<file path="src/rtl/rlbp_pkg.sv">
// rlbp_pkg: shared types and helpers for the RLBP scan sequencer.
// Latency: n/a (declarations only). Backpressure: n/a.
// Holds the FSM state enum, default phase lengths and a one-hot decoder.
package rlbp_pkg;

    typedef enum logic [2:0] {
        S_IDLE = 3'd0,
        S_RST  = 3'd1,
        S_INT  = 3'd2,
        S_SH   = 3'd3,
        S_CMP  = 3'd4,
        S_NEXT = 3'd5,
        S_OUT  = 3'd6
    } state_t;

    // Default phase lengths in clock cycles.
    localparam int T_RST_DEF = 4;
    localparam int T_SH_DEF  = 2;
    // Must be >= 3 so the synchronized comparator value belongs to the
    // current pixel when it is captured.
    localparam int T_CMP_DEF = 3;

    // Widest pixel count supported; onehot() returns this many bits.
    localparam int MAX_PIX = 16;

    // One-hot decode of idx within an n-bit field; zero when idx is out of range.
    function automatic logic [MAX_PIX-1:0] onehot(input int idx, input int n);
        logic [MAX_PIX-1:0] r;
        r = '0;
        if (idx >= 0 && idx < n && idx < MAX_PIX) begin
            r[idx] = 1'b1;
        end
        return r;
    endfunction

    function automatic int max_int(input int a, input int b);
        return (a > b) ? a : b;
    endfunction

endpackage

</file>
<file path="src/rtl/rlbp_scan_seq_if.sv">
// rlbp_scan_seq_if: LBP code hand-off from the scan sequencer to the register logic.
// Latency: n/a (wires only). Backpressure: code held while code_ready_i is low.
// Ports: code_o/code_valid_o/done_o driven by master, code_ready_i driven by slave.
interface rlbp_scan_seq_if #(
    parameter int N_PIX = 12
);
    logic [N_PIX-1:0] code_o;
    logic             code_valid_o;
    logic             code_ready_i;
    logic             done_o;

    modport master (
        output code_o,
        output code_valid_o,
        output done_o,
        input  code_ready_i
    );

    modport slave (
        input  code_o,
        input  code_valid_o,
        input  done_o,
        output code_ready_i
    );
endinterface

</file>
<file path="src/rtl/rlbp_sync2.sv">
// rlbp_sync2: two-flop synchronizer for a single asynchronous bit.
// Latency: 2 cycles. Backpressure: none.
// Ports: clk, rst (sync active-high, clears both flops to 0), d async in, q synced out.
module rlbp_sync2 (
    input  logic clk,
    input  logic rst,
    input  logic d,
    output logic q
);
    logic meta;

    always_ff @(posedge clk) begin
        if (rst) begin
            meta <= 1'b0;
            q    <= 1'b0;
        end else begin
            meta <= d;
            q    <= meta;
        end
    end
endmodule

</file>
<file path="src/rtl/rlbp_scan_seq.sv">
// rlbp_scan_seq: sequences the photodiode LBP front end, one neighbour comparison per pixel.
// Latency: N_PIX*(T_RST+int+T_SH+T_CMP+1) cycles from start to code_valid_o.
// Backpressure: stalls in OUT holding code_o until code_ready_i; abort_i drops the scan.
// Ports: wb_clk_i/wb_rst_i; start_i, abort_i, int_cycles_i, cmp_i (async) inputs;
//        pd_a_o/pd_b_o pixel selects, analog switch controls, counter_rst_o, busy_o;
//        code hand-off through rlbp_scan_seq_if.master.
module rlbp_scan_seq
    import rlbp_pkg::*;
#(
    parameter int N_PIX = 12,
    parameter int T_RST = T_RST_DEF,
    parameter int T_SH  = T_SH_DEF,
    parameter int T_CMP = T_CMP_DEF,
    parameter int INT_W = 16
) (
    input  logic             wb_clk_i,
    input  logic             wb_rst_i,
    input  logic             start_i,
    input  logic             abort_i,
    input  logic [INT_W-1:0] int_cycles_i,
    input  logic             cmp_i,
    output logic [N_PIX-1:0] pd_a_o,
    output logic [N_PIX-1:0] pd_b_o,
    output logic             sh_rst_o,
    output logic             sw1_o,
    output logic             sh_o,
    output logic             sw2_o,
    output logic             sh_cmp_o,
    output logic             counter_rst_o,
    output logic             busy_o,
    rlbp_scan_seq_if.master  code_if
);

    localparam int T_MAX = max_int(T_RST, max_int(T_SH, T_CMP));
    localparam int CNT_W = max_int(INT_W, $clog2(T_MAX + 1));
    localparam int K_W   = $clog2(N_PIX);

    state_t             state, state_nxt;
    logic [CNT_W-1:0]   cnt;
    logic [K_W-1:0]     k;
    logic [N_PIX-1:0]   code;
    logic [INT_W-1:0]   int_len;
    logic               phase_last;
    logic               last_pix;
    logic               cmp_sync;
    logic [K_W-1:0]     k_b;
    logic [MAX_PIX-1:0] sel_a, sel_b;

    rlbp_sync2 u_cmp_sync (
        .clk (wb_clk_i),
        .rst (wb_rst_i),
        .d   (cmp_i),
        .q   (cmp_sync)
    );

    assign last_pix = (k == K_W'(N_PIX - 1));
    // Neighbour of the last pixel wraps back to pixel 0.
    assign k_b      = last_pix ? '0 : k + K_W'(1);
    assign sel_a    = onehot(int'(k), N_PIX);
    assign sel_b    = onehot(int'(k_b), N_PIX);

    // Next-state logic. Each timed phase ends when cnt reaches its terminal value.
    always_comb begin
        state_nxt  = state;
        phase_last = 1'b0;
        case (state)
            S_RST: phase_last = (cnt == CNT_W'(T_RST - 1));
            // int_len is never 0, so the subtraction cannot underflow.
            S_INT: phase_last = (cnt == (CNT_W'(int_len) - CNT_W'(1)));
            S_SH:  phase_last = (cnt == CNT_W'(T_SH - 1));
            S_CMP: phase_last = (cnt == CNT_W'(T_CMP - 1));
            default: phase_last = 1'b0;
        endcase

        case (state)
            S_IDLE: if (start_i && !abort_i) state_nxt = S_RST;
            S_RST:  if (phase_last) state_nxt = S_INT;
            S_INT:  if (phase_last) state_nxt = S_SH;
            S_SH:   if (phase_last) state_nxt = S_CMP;
            S_CMP:  if (phase_last) state_nxt = S_NEXT;
            S_NEXT: state_nxt = last_pix ? S_OUT : S_RST;
            S_OUT:  if (code_if.code_ready_i) state_nxt = S_IDLE;
            default: state_nxt = S_IDLE;
        endcase

        // Abort overrides every transition, including the OUT handshake.
        if (abort_i && state != S_IDLE) begin
            state_nxt = S_IDLE;
        end
    end

    always_ff @(posedge wb_clk_i) begin
        if (wb_rst_i) begin
            state   <= S_IDLE;
            cnt     <= '0;
            k       <= '0;
            code    <= '0;
            int_len <= '0;
        end else begin
            state <= state_nxt;

            // Phase counter restarts on every state change and idles at 0.
            if (state_nxt != state || state == S_IDLE || state == S_OUT) begin
                cnt <= '0;
            end else begin
                cnt <= cnt + CNT_W'(1);
            end

            if (state == S_IDLE && start_i && !abort_i) begin
                int_len <= (int_cycles_i == '0) ? INT_W'(1) : int_cycles_i;
                k       <= '0;
                code    <= '0;
            end

            if (abort_i && state != S_IDLE) begin
                code <= '0;
            end else begin
                if (state == S_CMP && phase_last) begin
                    code[k] <= cmp_sync;
                end
                if (state == S_NEXT && !last_pix) begin
                    k <= k + K_W'(1);
                end
            end
        end
    end

    // Outputs are a pure decode of state, so reset and abort clear them immediately.
    always_comb begin
        pd_a_o               = '0;
        pd_b_o               = '0;
        sh_rst_o             = 1'b0;
        sw1_o                = 1'b0;
        sh_o                 = 1'b0;
        sw2_o                = 1'b0;
        sh_cmp_o             = 1'b0;
        counter_rst_o        = 1'b0;
        busy_o               = (state != S_IDLE);
        code_if.code_o       = '0;
        code_if.code_valid_o = 1'b0;
        code_if.done_o       = 1'b0;

        if (state == S_RST || state == S_INT || state == S_SH || state == S_CMP) begin
            pd_a_o = sel_a[N_PIX-1:0];
            pd_b_o = sel_b[N_PIX-1:0];
        end

        case (state)
            S_RST: begin
                sh_rst_o      = 1'b1;
                sw1_o         = 1'b1;
                counter_rst_o = (k == '0) && (cnt == '0);
            end
            S_SH: begin
                sh_o  = 1'b1;
                sw2_o = 1'b1;
            end
            S_CMP: begin
                sh_cmp_o = 1'b1;
                sw2_o    = 1'b1;
            end
            S_OUT: begin
                code_if.code_o       = code;
                code_if.code_valid_o = 1'b1;
                code_if.done_o       = code_if.code_ready_i && !abort_i;
            end
            default: ;
        endcase
    end

endmodule
</file>
<file path="src/flat_wrapper.sv">
// flat-port wrapper written by rule: the top's interface ports become plain ports
module rlbp_scan_seq_flat import rlbp_pkg::*;
#(
    parameter int N_PIX = 12,
    parameter int T_RST = T_RST_DEF,
    parameter int T_SH  = T_SH_DEF,
    parameter int T_CMP = T_CMP_DEF,
    parameter int INT_W = 16
)
  (wb_clk_i, wb_rst_i, start_i, abort_i, int_cycles_i, cmp_i, pd_a_o, pd_b_o, sh_rst_o, sw1_o, sh_o, sw2_o, sh_cmp_o, counter_rst_o, busy_o, code_if_code_o, code_if_code_valid_o, code_if_done_o, code_if_code_ready_i);
  rlbp_scan_seq_if #(.N_PIX(N_PIX)) code_if_i ();
  input  logic wb_clk_i;
  input  logic wb_rst_i;
  input  logic start_i;
  input  logic abort_i;
  input  logic [INT_W-1:0] int_cycles_i;
  input  logic cmp_i;
  output logic [N_PIX-1:0] pd_a_o;
  output logic [N_PIX-1:0] pd_b_o;
  output logic sh_rst_o;
  output logic sw1_o;
  output logic sh_o;
  output logic sw2_o;
  output logic sh_cmp_o;
  output logic counter_rst_o;
  output logic busy_o;
  output wire logic [$bits(code_if_i.code_o)-1:0] code_if_code_o;
  output wire logic [$bits(code_if_i.code_valid_o)-1:0] code_if_code_valid_o;
  output wire logic [$bits(code_if_i.done_o)-1:0] code_if_done_o;
  input wire logic [$bits(code_if_i.code_ready_i)-1:0] code_if_code_ready_i;
  assign code_if_code_o = code_if_i.code_o;
  assign code_if_code_valid_o = code_if_i.code_valid_o;
  assign code_if_done_o = code_if_i.done_o;
  assign code_if_i.code_ready_i = code_if_code_ready_i;
  rlbp_scan_seq #(.N_PIX(N_PIX), .T_RST(T_RST), .T_SH(T_SH), .T_CMP(T_CMP), .INT_W(INT_W)) u_core (.wb_clk_i(wb_clk_i), .wb_rst_i(wb_rst_i), .start_i(start_i), .abort_i(abort_i), .int_cycles_i(int_cycles_i), .cmp_i(cmp_i), .pd_a_o(pd_a_o), .pd_b_o(pd_b_o), .sh_rst_o(sh_rst_o), .sw1_o(sw1_o), .sh_o(sh_o), .sw2_o(sw2_o), .sh_cmp_o(sh_cmp_o), .counter_rst_o(counter_rst_o), .busy_o(busy_o), .code_if(code_if_i));
endmodule
</file>
<file path="config.mk">
export PLATFORM = sky130hd
export DESIGN_NAME = rlbp_scan_seq_flat
export DESIGN_NICKNAME = d
export VERILOG_FILES = /design/src/rtl/rlbp_pkg.sv /design/src/rtl/rlbp_scan_seq_if.sv /design/src/rtl/rlbp_sync2.sv /design/src/rtl/rlbp_scan_seq.sv /design/src/flat_wrapper.sv
export SDC_FILE = /design/constraint.sdc
export NUM_CORES = 1
export LEC_CHECK = 0
export CAP_MARGIN = 20
export CORE_MARGIN = 3
export CORE_UTILIZATION = 47
export CTS_CLUSTER_SIZE = 24
export DETAILED_ROUTE_END_ITERATION = 7
export PLACE_DENSITY = 0.75
export SKIP_CTS_REPAIR_TIMING = 1
export SYNTH_ARGS = -nofsm -noshare
export SYNTH_HDL_FRONTEND = slang
export SYNTH_SLANG_ARGS = --single-unit
</file>
<file path="constraint.sdc">
create_clock -name wb_clk_i -period 2.9 [get_ports wb_clk_i]
set_input_delay 0.29 -clock wb_clk_i [delete_from_list [all_inputs] [get_ports wb_clk_i]]
set_output_delay 0.29 -clock wb_clk_i [all_outputs]
set_load 0.01 [all_outputs]
</file>
# Word-level counts from Yosys, hierarchy flattened
# Index checks and enable logic that the tools add are counted.
[totals]
regBits = 53
latch_bits = 0
ram_bits = 0
rom_bits = 0
inputBits = 22
output_inout_bits = 45
word_cells = 93
mem_count = 0
[op_classes]
n_addsub = 3
n_mul = 0
div_mod_pow = 0
order_cmp = 8
n_eq_ne = 12
n_shift = 0
muxes = 37
bitwise_logic = 0
n_reduce_logical = 26
[op_table]
columns = ["operator", "n"]
rows = [
  ["$mux W12", 8],
  ["$eq A16 B2 Y1 const B", 2],
  ["$logic_not A16 Y1", 2],
  ["$mux W3", 8],
  ["$pmux W3 S7", 1],
  ["$add A16 B1 Y16 const B", 1],
  ["$eq A16 B1 Y1 const B", 1],
  ["$eq A16 B16 Y1", 1],
  ["$mux W16", 1],
  ["$mux W4", 4],
  ["$sub A16 B1 Y16 const B", 1],
  ["$lt A4 B5 Y1 const B", 3],
  ["$bwmux W12", 1],
  ["$demux W1 S4", 3],
  ["$ge A4 B1 Y1 const B", 3],
  ["$logic_and A1 B1 Y1", 11],
  ["$mux W1", 10],
  ["$eq A3 B3 Y1 const B", 3],
  ["$lt A4 B4 Y1 const B", 2],
  ["$eq A3 B2 Y1 const B", 2],
  ["$reduce_or A2 Y1", 3],
  ["$logic_or A1 B1 Y1", 5],
  ["$add A4 B1 Y4 const B", 1],
  ["$eq A4 B4 Y1 const B", 1],
  ["7 further kinds", 8],
]

# Depth between registers and ports, before layout
# Gate-level depths: netlist of the first run.
[logic_depth]
word_depth = 10
ltp_mapped = 11
ltp_nobuf = 10

# By module
# A second synthesis of the first run with hierarchy kept.
[unflattened]
hier_cells = 501
hier_area_um2 = 3717.3
[by_module_without_submodules]
columns = ["module", "instances", "cells_per_inst", "area_each_um2", "seq_area_each_um2"]
rows = [
  ["rlbp_scan_seq", 1, 497, 3664.8, 1021.0],
  ["rlbp_sync2", 1, 4, 52.6, 40.0],
]

# Worst setup path after synthesis of the first run
# No wires, ideal clock.
[synth_timing]
path_type = "register to register"
startpoint = "reg u_core.int_len[2]"
endpoint = "reg u_core.cnt[10]"
setup_ns = 0.138
arrival_time_ns = 2.948
required_ns = 2.762
setup_slack_ns = -0.186
path_stages_with_launch = 12
n_path_buf = 3
period_less_slack_ns = 3.086
path_cell_list = "dfxtp_1 > buf_6 > or4_4 > buf_6 > nor4b_1 > mux2i_1 > xor2_1 > nand3_2 > or4_4 > nor2_8 > buf_12 > nor4_2"
[synth_between]
elab_chain_cells = 10
elab_cells_between_ends = 13
classes_between = "add/sub: 1; eq/ne: 2; mux: 7; reduce/logical: 3"
[synth_lines]
columns = ["item", "line_no", "source"]
rows = [
  ["from (decl)", "rlbp_scan_seq.sv:42", "logic [INT_W-1:0] int_len;"],
  ["from (signal assigned)", "rlbp_scan_seq.sv:110", "int_len <= (int_cycles_i == '0) ? INT_W'(1) : int_cycles_i;"],
  ["$sub A16 B1 Y16 *", "rlbp_scan_seq.sv:69", "S_INT: phase_last = (cnt == (CNT_W'(int_len) - CNT_W'(1)));"],
  ["$eq A16 B16 Y1 *", "rlbp_scan_seq.sv:69", ""],
  ["$pmux W1 S4 *", "rlbp_scan_seq.sv:66", "case (state)"],
  ["$mux W3 (on tied branches)", "-", ""],
  ["$pmux W3 S7 *", "rlbp_scan_seq.sv:75", "case (state)"],
  ["$mux W3 *", "rlbp_scan_seq.sv:87", "if (abort_i && state != S_IDLE) begin"],
  ["$ne A3 B3 Y1 *", "rlbp_scan_seq.sv:103", "if (state_nxt != state || state == S_IDLE || state == S_OUT) begin"],
  ["$logic_or A1 B1 Y1 * (2 in a row)", "rlbp_scan_seq.sv:103", ""],
  ["$reduce_or A2 Y1 (no line) *", "-", ""],
  ["to (signal assigned)", "rlbp_scan_seq.sv:106", "cnt <= cnt + CNT_W'(1);"],
  ["to (decl)", "rlbp_scan_seq.sv:39", "logic [CNT_W-1:0] cnt;"],
]
# Mark *: on every way between the ends. The rest lies on a longest branch, timed or not.
# A chain may end at the register's enable or synchronous reset.

# Final worst setup path of the first run
[layout_timing]
startpoint = "reg u_core.int_len[2]"
endpoint = "reg u_core.cnt[4]"
# Same word-level chain as after synthesis.

==> results.cfg, run 1 <==
[setup_path]
cp-end-kind = flop
cpMostUsedCell = or4_4
worst_path_largest_cell_delay_ns = 0.61
crit_chain = or4_4 > or4_4 > a21oi_4 > xnor2_2 > nand4b_1 > or4_4 > nor2_4 > nor4_1
arrival_ns = 3.22
r2r-start = u_core.int_len[2]
rrSetupSlack_ns = -0.14
cp_slowest_cell = or4_4
rr_endpoint = u_core.cnt[4]
path_buf_inv = 0
cp_max_fo = 8
path_delay_family = simple AND/OR/NAND/NOR gates
startpoint_type = flop
rr_worst_depth = 8
cp.required_ns = 3.08
crit_type = reg2reg

[global_route]
grt_overflow = 0
track_usage_pct = 22.2
antenna_found_initial = 0
grt_max_degree = 25
grt_pass1_wl_mm = 17.6
grt_pass1_vias = 3614

[placed_design]
gp_congestion = 0.852
port_buffers = 66
place_ws_ns = -0.115
placed_area_um2 = 4830
place_hpwl_mm = 8.18

[pwr]
power.total_mw = 1.50
combPwrFrac_pct = 22.0
leakage_nw = 1.89
p_clk_share_pct = 27.8
p_sw_share_pct = 29.0
p_int_mw = 1.07
switching_power_mw = 0.435
powerDensity_nw_per_um2 = 298
vdd_drop_max_mv = 0.178
p_seq_share_pct = 50.2

[job]
drv_cap = 0

[sta]
maxSlewViolCount = 0
finalCriticalPeriod_ns = 3.04
fmaxAchievable_mhz = 329
tightest_slew_ns = 0.746
holdWs_ns = 0.459
finalClockSkew_ns = 0.00843
rsz0062_at_grt = yes
fin_crit_sh_pct = 105
finalHoldViolCount = 0
setup_viol = 16
relSlewSlack_pct = 50.3
fin_ws_ns = -0.143

[clocking]
clk_pin_slew_ns = 0.10
clockBufferDepth = 2
cts_tree = done
cts_root_buf = clkbuf_8
insertion_delay_ns = 0.31
numCtsBuffers = 5
htreeDepth = 2
cts_sinks = 53

[die]
die_x_um = 97.3
num_rows = 32
die_h_um = 97.3
io_pins = 67
coreArea_um2 = 7890
die_area_um2 = 9460
start_util_pct = 49.6

[finish]
n_fill_cell = 681
area.growth.synth_to_final_pct = 28.7
antenna_cells = 0
drive_above_1_share_pct = 16.5
seq_area_um2 = 1060
multi_input_area_um2 = 2710
nets = 612
final_cell_area_um2 = 5040
finish.utilization_pct = 63.9

[logic_synthesis]
synthCells = 501
synth_enable_flop_cells = 0
avgSynthCellArea_um2 = 7.81
yosys_most_used_dff = dfxtp_1
ys_ff_latch = 53
ys_warn_count = 0
synthMuxAreaShare_pct = 4.35
synth_compound_area_share_pct = 12.5
synth-simple-area-share_pct = 38.3
synth_fa_ha_area_share_pct = 2.88
synthTopCellsByCount = nand2_1, dfxtp_1, nor2_1
synthXorXnorAreaFrac_pct = 7.35
synth_top_family_by_area = simple AND/OR/NAND/NOR gates
yosysMostFrequentCell = nand2_1
ys_seq_area_share_pct = 27.1
yosysTopAreaCell = dfxtp_1
synth_area_leaders = dfxtp_1, nand2_1, mux2i_1
synth_top_area_share_pct = 27.1
synthDistinctLibCells = 67
synthArstFlopShare_pct = 0
synth_area_um2 = 3910
syn-num-nets = 532

[routing]
dr_total_vias = 4014
met3_length_um = 579
drt_wl_total_mm = 10.9
met1_length_mm = 5.10
drc = 0
routedWlPerCell_um = 16.0
viasPerCell = 5.87
drtIter0Drc = 288
drt-pass1-iter-count = 5
wl_met2_mm = 5.07
ant_nets = 0
maxUsedRoutingLayer = met4

[hold_path]
holdPathStages = 2
hold_path_startpoint = u_core.code[5]
hp-class = reg2reg
holdPathEnd = u_core.code[5]

[status]
violations = setup timing
status = finished with violations
## final cells by class
cell class / count / share of cell area [%]
Inverter: 12 / 0.894
Clock inverter: 2 / 0.199
Sequential cell: 53 / 21.1
Clock buffer: 6 / 1.44
Timing Repair Buffer: 107 / 20.1
Multi-Input combinational cell: 402 / 53.7
Tap cell: 102 / 2.53
## kinds of logic (layout without fill, tap and decap cells)
group,count (synthesis),count (layout)
adder cells (fa/ha/maj),9,9
multiplexers,17,17
flip-flops,53,53
XOR/XNOR,32,32
buffers and inverters,48,127
AND/OR/NAND/NOR,263,265
AO/OA/AOI/OAI,79,79
## worst register-to-register path, stage by stage (launching register included)
cell and delay [ns]:
dfxtp_2 0.34, or4_4 0.61, or4_4 0.52, a21oi_4 0.17
xnor2_2 0.15, nand4b_1 0.15, or4_4 0.58, nor2_4 0.32
nor4_1 0.09
## cells in the final DEF (no fill, tap or decap), types with 12 or more instances in the layout
| master | Yosys | routed |
|---|---|---|
| nor3_1 | 12 | 12 |
| nor2_1 | 45 | 45 |
| mux2i_1 | 17 | 15 |
| a21oi_1 | 30 | 28 |
| nor4_2 | 12 | 12 |
| o21ai_0 | 14 | 13 |
| xnor2_1 | 15 | 14 |
| clkdlybuf4s50_1 | 0 | 66 |
| buf_4 | 3 | 37 |
| nand4_1 | 20 | 20 |
| nor4_1 | 16 | 14 |
| dfxtp_1 | 53 | 51 |
| and2_1 | 16 | 16 |
| nand2_1 | 70 | 69 |
| xor2_1 | 16 | 16 |
## how the worst max path moves through the flow
stage / slack [ns] / startpoint / end / cells past startpoint
floorplan: -0.01 / u_core.int_len[2] / u_core.cnt[10] / 11
global placement: -0.03 / u_core.int_len[2] / u_core.cnt[5] / 8
finish: -0.14 / u_core.int_len[2] / u_core.cnt[4] / 8
CTS: -0.12 / u_core.int_len[2] / u_core.cnt[5] / 8
detailed placement: -0.11 / u_core.int_len[2] / u_core.cnt[5] / 8
global route: -0.20 / u_core.int_len[2] / u_core.cnt[10] / 8
## state kept, by name, indices dropped and copies added, names as in the netlist
name                    flops
u_core.cnt                 16
u_core.code                12
u_core.int_len             16
u_core.k                    4
u_core.state                3
u_core.u_cmp_sync.meta      1
u_core.u_cmp_sync.q         1
## power by group through the flow
stage	Combinational, mW	Clock (mW)	Sequential [mW]
2_1_floorplan	0.205	0	0.771
3_3_place_gp	0.307	0	0.768
3_5_place_dp	0.313	0	0.769
4_1_cts	0.315	0.428	0.752
5_1_grt	0.357	0.461	0.756
6_report	0.330	0.417	0.754
## metal layers
layer,vias to the layer above,global-route usage [%]
met3,14,3.52
met1,1912,31.4
met2,139,35.5
met4,0,5.01
li1,1949,-
met5,-,0
## metrics by stage
step	setup TNS (ns)	std cells
4_1_cts	-1.69	680
6_report	-1.17	684
2_1_floorplan	-0.0800	501
3_5_place_dp	-1.53	672
3_3_place_gp	-0.344	672
5_1_grt	-3.74	684
(Power assumes the default switching activity.)
==> run 2: changes to the inputs <==
--- a/config.mk
+++ b/config.mk
@@ -6,4 +6,5 @@
 export NUM_CORES = 1
 export LEC_CHECK = 0
+export ABC_AREA = 1
 export CAP_MARGIN = 20
 export CORE_MARGIN = 3
@@ -11,5 +12,5 @@
 export CTS_CLUSTER_SIZE = 24
 export DETAILED_ROUTE_END_ITERATION = 7
-export PLACE_DENSITY = 0.75
+export PLACE_DENSITY = 0.76
 export SKIP_CTS_REPAIR_TIMING = 1
 export SYNTH_ARGS = -nofsm -noshare
==> constraint.sdc (replaced) <==
create_clock -name wb_clk_i -period 2.9 [get_ports wb_clk_i]
set_input_delay 0.87 -clock wb_clk_i [delete_from_list [all_inputs] [get_ports wb_clk_i]]
set_output_delay 0.87 -clock wb_clk_i [all_outputs]
set_load 0.01 [all_outputs]
==> results.cfg, run 2 <==
[setup_path]
crit_type = reg2out
critPathLaunch = u_core.k[3]
crit_chain = inv_1 > nor2_2 > inv_1 > nor2_2 > inv_1 > nand2_1 > nand4_1 > buf_4 > buf_4 > nor2_1 > clkbuf_2
cp_max_fo = 5
worst_path_largest_cell_delay_ns = 0.39
startpoint_type = flop
rr_endpoint = u_core.cnt[10]
cpMostUsedCell = inv_1
arrival_ns = 1.91
rrSetupSlack_ns = 0.31
cp.required_ns = 2.03
r2r-start = u_core.state[2]
cp_slowest_cell = dfxtp_4
rr_worst_depth = 16
cp-end-kind = output port

[logic_synthesis]
synth_area_um2 = 3700
synthTopCellsByCount = nand2_1, nor2_1, inv_1
ys_seq_area_share_pct = 28.7
ys_ff_latch = 53
synth_area_leaders = dfxtp_1, nand2_1, nor2_1
yosysMostFrequentCell = nand2_1
ys_warn_count = 0
avgSynthCellArea_um2 = 6.23
synth_top_area_share_pct = 28.7
synthDistinctLibCells = 32
synthArstFlopShare_pct = 0
yosysTopAreaCell = dfxtp_1
synth_enable_flop_cells = 0
yosys_most_used_dff = dfxtp_1
synthCells = 594
syn-num-nets = 625

[sta]
setup_viol = 0
relSlewSlack_pct = 71.4
finalCriticalPeriod_ns = 2.78
tightest_slew_ns = 0.425
finalClockSkew_ns = 0.00862
maxSlewViolCount = 0
finalHoldViolCount = 0
setup_tns_ns = 0
fin_crit_sh_pct = 95.9
fmaxAchievable_mhz = 360

[global_route]
grt_overflow = 0
antenna_found_initial = 0
grt_pass1_wl_mm = 17.3
grt_pass1_vias = 3902
grt_max_degree = 42
track_usage_pct = 23.8

[job]
drv_cap = 0

[die]
num_rows = 31
die_x_um = 94.7
die_h_um = 94.7
io_pins = 67
start_util_pct = 49.7
die_area_um2 = 8980
coreArea_um2 = 7450

[status]
status = complete, no violations

[finish]
final_common_cell = nand2_1
antenna_cells = 0
largest_registers = u_core.cnt (16), u_core.int_len (16), u_core.code (12)
finish.utilization_pct = 64.9
area.growth.synth_to_final_pct = 30.6
final_cell_area_um2 = 4830
drive_above_1_share_pct = 13.6
nets = 706
mostFrequentLayoutCells = nand2_1, nor2_1, inv_1
instances_no_fill = 775

[clocking]
clockBufferDepth = 2
cts_sinks = 53
clk_pin_slew_ns = 0.10
cts_tree = done
numCtsBuffers = 5
insertion_delay_ns = 0.31
htreeDepth = 2
cts_root_buf = clkbuf_8

[pwr]
powerDensity_nw_per_um2 = 330
leakage_nw = 2.34
vdd_drop_max_mv = 0.281
power.total_mw = 1.59

[routing]
drtIter0Drc = 141
routedWlPerCell_um = 13.8
drt_wl_total_mm = 10.7
drt-pass1-iter-count = 4
dr_total_vias = 4093
drc = 0
ant_nets = 0
viasPerCell = 5.28

[placed_design]
placed_area_um2 = 4520
dp.cells = 760
gp_congestion = 0.937
port_buffers = 66
place_hpwl_mm = 8.11

[hold_path]
holdPathEnd = u_core.u_cmp_sync.q
holdPathStages = 2
hold_path_startpoint = u_core.u_cmp_sync.meta
hp-class = reg2reg
[run 2: cell count changes after synthesis, sizes merged, moves of 15 or more]
cell,previous run,this run
and2,17,0
xnor2,16,1
nor4,29,7
inv,11,87
nor2,46,131
nand3,11,58
nand2,70,132
mux2i,17,0
[run 2: worst max path at each step]
| stage | to | slack (ns) | cells past startpoint |
|---|---|---|---|
| after global placement | code_if_done_o | -0.02 | 5 |
| after detailed placement | code_if_done_o | -0.03 | 5 |
| after floorplan | counter_rst_o | 0.46 | 6 |
| after CTS | pd_a_o[7] | -0.22 | 7 |
| final | pd_b_o[6] | 0.12 | 11 |
| after global routing | pd_b_o[6] | -0.01 | 11 |
[run 2: cell families (layout without fill, tap and decap cells)]
| logic type | count (synthesis) | after routing | synth area share, % |
|---|---|---|---|
| flops | 53 | 53 | 28.7 |
| simple gates | 359 | 360 | 44.2 |
| compound gates | 59 | 59 | 10.0 |
| fa+ha+maj | 9 | 9 | 3.04 |
| xor+xnor | 13 | 13 | 3.08 |
| buf+inv | 101 | 182 | 11.0 |
[run 2: layout make-up]
cell class	count	area [um^2]
clock buffer	5	68.8
clock inverter	3	46.3
fill	696	2620
inverter	87	327
multi-input combinational	441	2310
sequential	53	1080
tap	99	124
timing repair buffer	87	876
[run 2: through the flow]
| stage | hold slack (ns) | setup WS (ns) |
|---|---|---|
| 2_1_floorplan | 0.388 | 0.459 |
| 3_3_place_gp | 0.394 | -0.0213 |
| 3_5_place_dp | 0.398 | -0.0258 |
| 4_1_cts | 0.413 | -0.222 |
| 5_1_grt | 0.427 | -0.00984 |
| 6_report | 0.409 | 0.119 |
[run 2: metal layers]
metal / vias to the layer above / global-route usage (%) / share of wire [%]
met5: - / 0 / 0
met4: 0 / 7.57 / 1.5
met3: 15 / 3.82 / 4.8
met2: 121 / 41.7 / 49
met1: 1879 / 29.7 / 45
li1: 2078 / - / -
[run 2: critical path, delay by kind of cell, from the launching register on]
family / cells / cell delay (ns)
and+or+nand+nor: 5 / 0.56
DFF: 1 / 0.39
buffers and inverters: 6 / 0.65
[run 2: power breakdown]
part	internal [mW]	total (mW)	switching [mW]
Clock	0.259	0.520	0.261
Sequential	0.743	0.767	0.0235
Combinational	0.120	0.308	0.188
==> run 3: changes to the inputs <==
- CORE_UTILIZATION: 47 -> 41
- PLACE_DENSITY: 0.76 -> 0.67
==> results.cfg, run 3 (synthesis results as in run 2) <==
[status]
status = finished with violations
violations = setup timing

[clocking]
insertion_delay_ns = 0.30
clk_pin_slew_ns = 0.10
cts_sinks = 53
clockBufferDepth = 2
htreeDepth = 2
cts_tree = done
cts_root_buf = clkbuf_8
numCtsBuffers = 5

[setup_path]
path_buf_inv = 2
crit_type = reg2out
arrival_ns = 2.07
critPathLaunch = u_core.state[1]
cp_slowest_cell = clkdlybuf4s50_1
crit_chain = inv_2 > nand3_1 > nand2_2 > nand2_1 > nor2_1 > clkdlybuf4s50_1
path_delay_family = simple AND/OR/NAND/NOR gates
rr_endpoint = u_core.cnt[12]
critical_path_depth = 6
cp-end-kind = output port
startpoint_type = flop
cp_max_fo = 7
cp-endpoint = pd_a_o[4]
rr_worst_depth = 20
r2r-start = u_core.state[2]
worst_path_largest_cell_delay_ns = 0.55
cp.required_ns = 2.03
rrSetupSlack_ns = 0.12

[die]
start_util_pct = 42.2
die_x_um = 101
coreArea_um2 = 8760
num_rows = 34
die_h_um = 101
die_area_um2 = 10200
io_pins = 67

[sta]
finalCriticalPeriod_ns = 2.94
setup_tns_ns = -0.226
fin_ws_ns = -0.0391
tightest_slew_ns = 0.450
finalClockSkew_ns = 0.00385
fmaxAchievable_mhz = 340
finalHoldViolCount = 0
setup_viol = 8
fin_crit_sh_pct = 101
relSlewSlack_pct = 69.7
maxSlewViolCount = 0
rsz0062_at_grt = yes

[routing]
drt_wl_total_mm = 11.4
drc = 0
viasPerCell = 5.28
dr_total_vias = 4172
routedWlPerCell_um = 14.4
drtIter0Drc = 191
ant_nets = 0
drt-pass1-iter-count = 5

[finish]
final_common_cell = nand2_1
nets = 713
largest_registers = u_core.cnt (16), u_core.int_len (16), u_core.code (12)
n_fill_cell = 848
antenna_cells = 0
area.growth.synth_to_final_pct = 34.2
mostFrequentLayoutCells = nand2_1, nor2_1, inv_1
finish.utilization_pct = 56.7
drive_above_1_share_pct = 14.8

[placed_design]
gp_congestion = 0.985
place_hpwl_mm = 8.36
port_buffers = 66

[global_route]
grt_max_degree = 42
grt_overflow = 0
grt_pass1_wl_mm = 17.8
antenna_found_initial = 0
grt_pass1_vias = 3943
track_usage_pct = 21.3

[job]
drv_cap = 0

[pwr]
vdd_drop_max_mv = 0.211
powerDensity_nw_per_um2 = 319
leakage_nw = 2.44

[hold_path]
hp-class = reg2reg
[run 3: metrics by stage]
stage               hold slack (ns)  instances  setup WS (ns)  cell area (um^2)  power, mW
floorplan                     0.388        594          0.459              3700      0.977
global placement              0.394        770        -0.0208              4540       1.08
detailed placement            0.401        770        -0.0244              4540       1.08
CTS                           0.415        777         -0.216              4640       1.58
global route                  0.440        790         -0.185              4970       1.67
finish                        0.413        790        -0.0391              4970       1.58
[run 3: worst min-delay path by stage]
stage / start / slack [ns] / to / cells after the start
4_1_cts: u_core.u_cmp_sync.meta / 0.41 / u_core.u_cmp_sync.q / 2
2_1_floorplan: u_core.u_cmp_sync.meta / 0.39 / u_core.u_cmp_sync.q / 2
6_report: u_core.u_cmp_sync.meta / 0.41 / u_core.u_cmp_sync.q / 2
5_1_grt: u_core.u_cmp_sync.meta / 0.44 / u_core.u_cmp_sync.q / 2
3_3_place_gp: u_core.u_cmp_sync.meta / 0.39 / u_core.u_cmp_sync.q / 2
3_5_place_dp: u_core.u_cmp_sync.meta / 0.40 / u_core.u_cmp_sync.q / 2
[run 3: area by class of cell]
cell class	instances	area, um^2	share of cell area [%]
timing repair inverter	1	7.51	0.151
clock buffer	5	68.8	1.39
inverter	87	332	6.68
sequential	53	1080	21.7
clock inverter	2	35.0	0.705
timing repair buffer	93	958	19.3
tap	108	135	2.72
multi-input combinational	441	2350	47.4
[run 3: routing by layer]
metal,GRT usage [%],up-vias,wire (um)
li1,-,2091,-
met1,27.5,1925,5090
met2,37.1,138,5480
met3,3.04,18,634
met4,5.62,0,200
met5,0,-,0
[run 3: power breakdown]
| part | total [mW] | switching [mW] | internal [mW] |
|---|---|---|---|
| sequential | 0.768 | 0.0246 | 0.744 |
| clock | 0.501 | 0.249 | 0.252 |
| combinational | 0.314 | 0.194 | 0.120 |
[run 3: worst reg2reg max path: cells and delay by family, from the launching register on]
family | cells | cell delay (ns)
AND/OR/NAND/NOR | 17 | 1.93
buffers and inverters | 3 | 0.42
flip-flops | 1 | 0.36
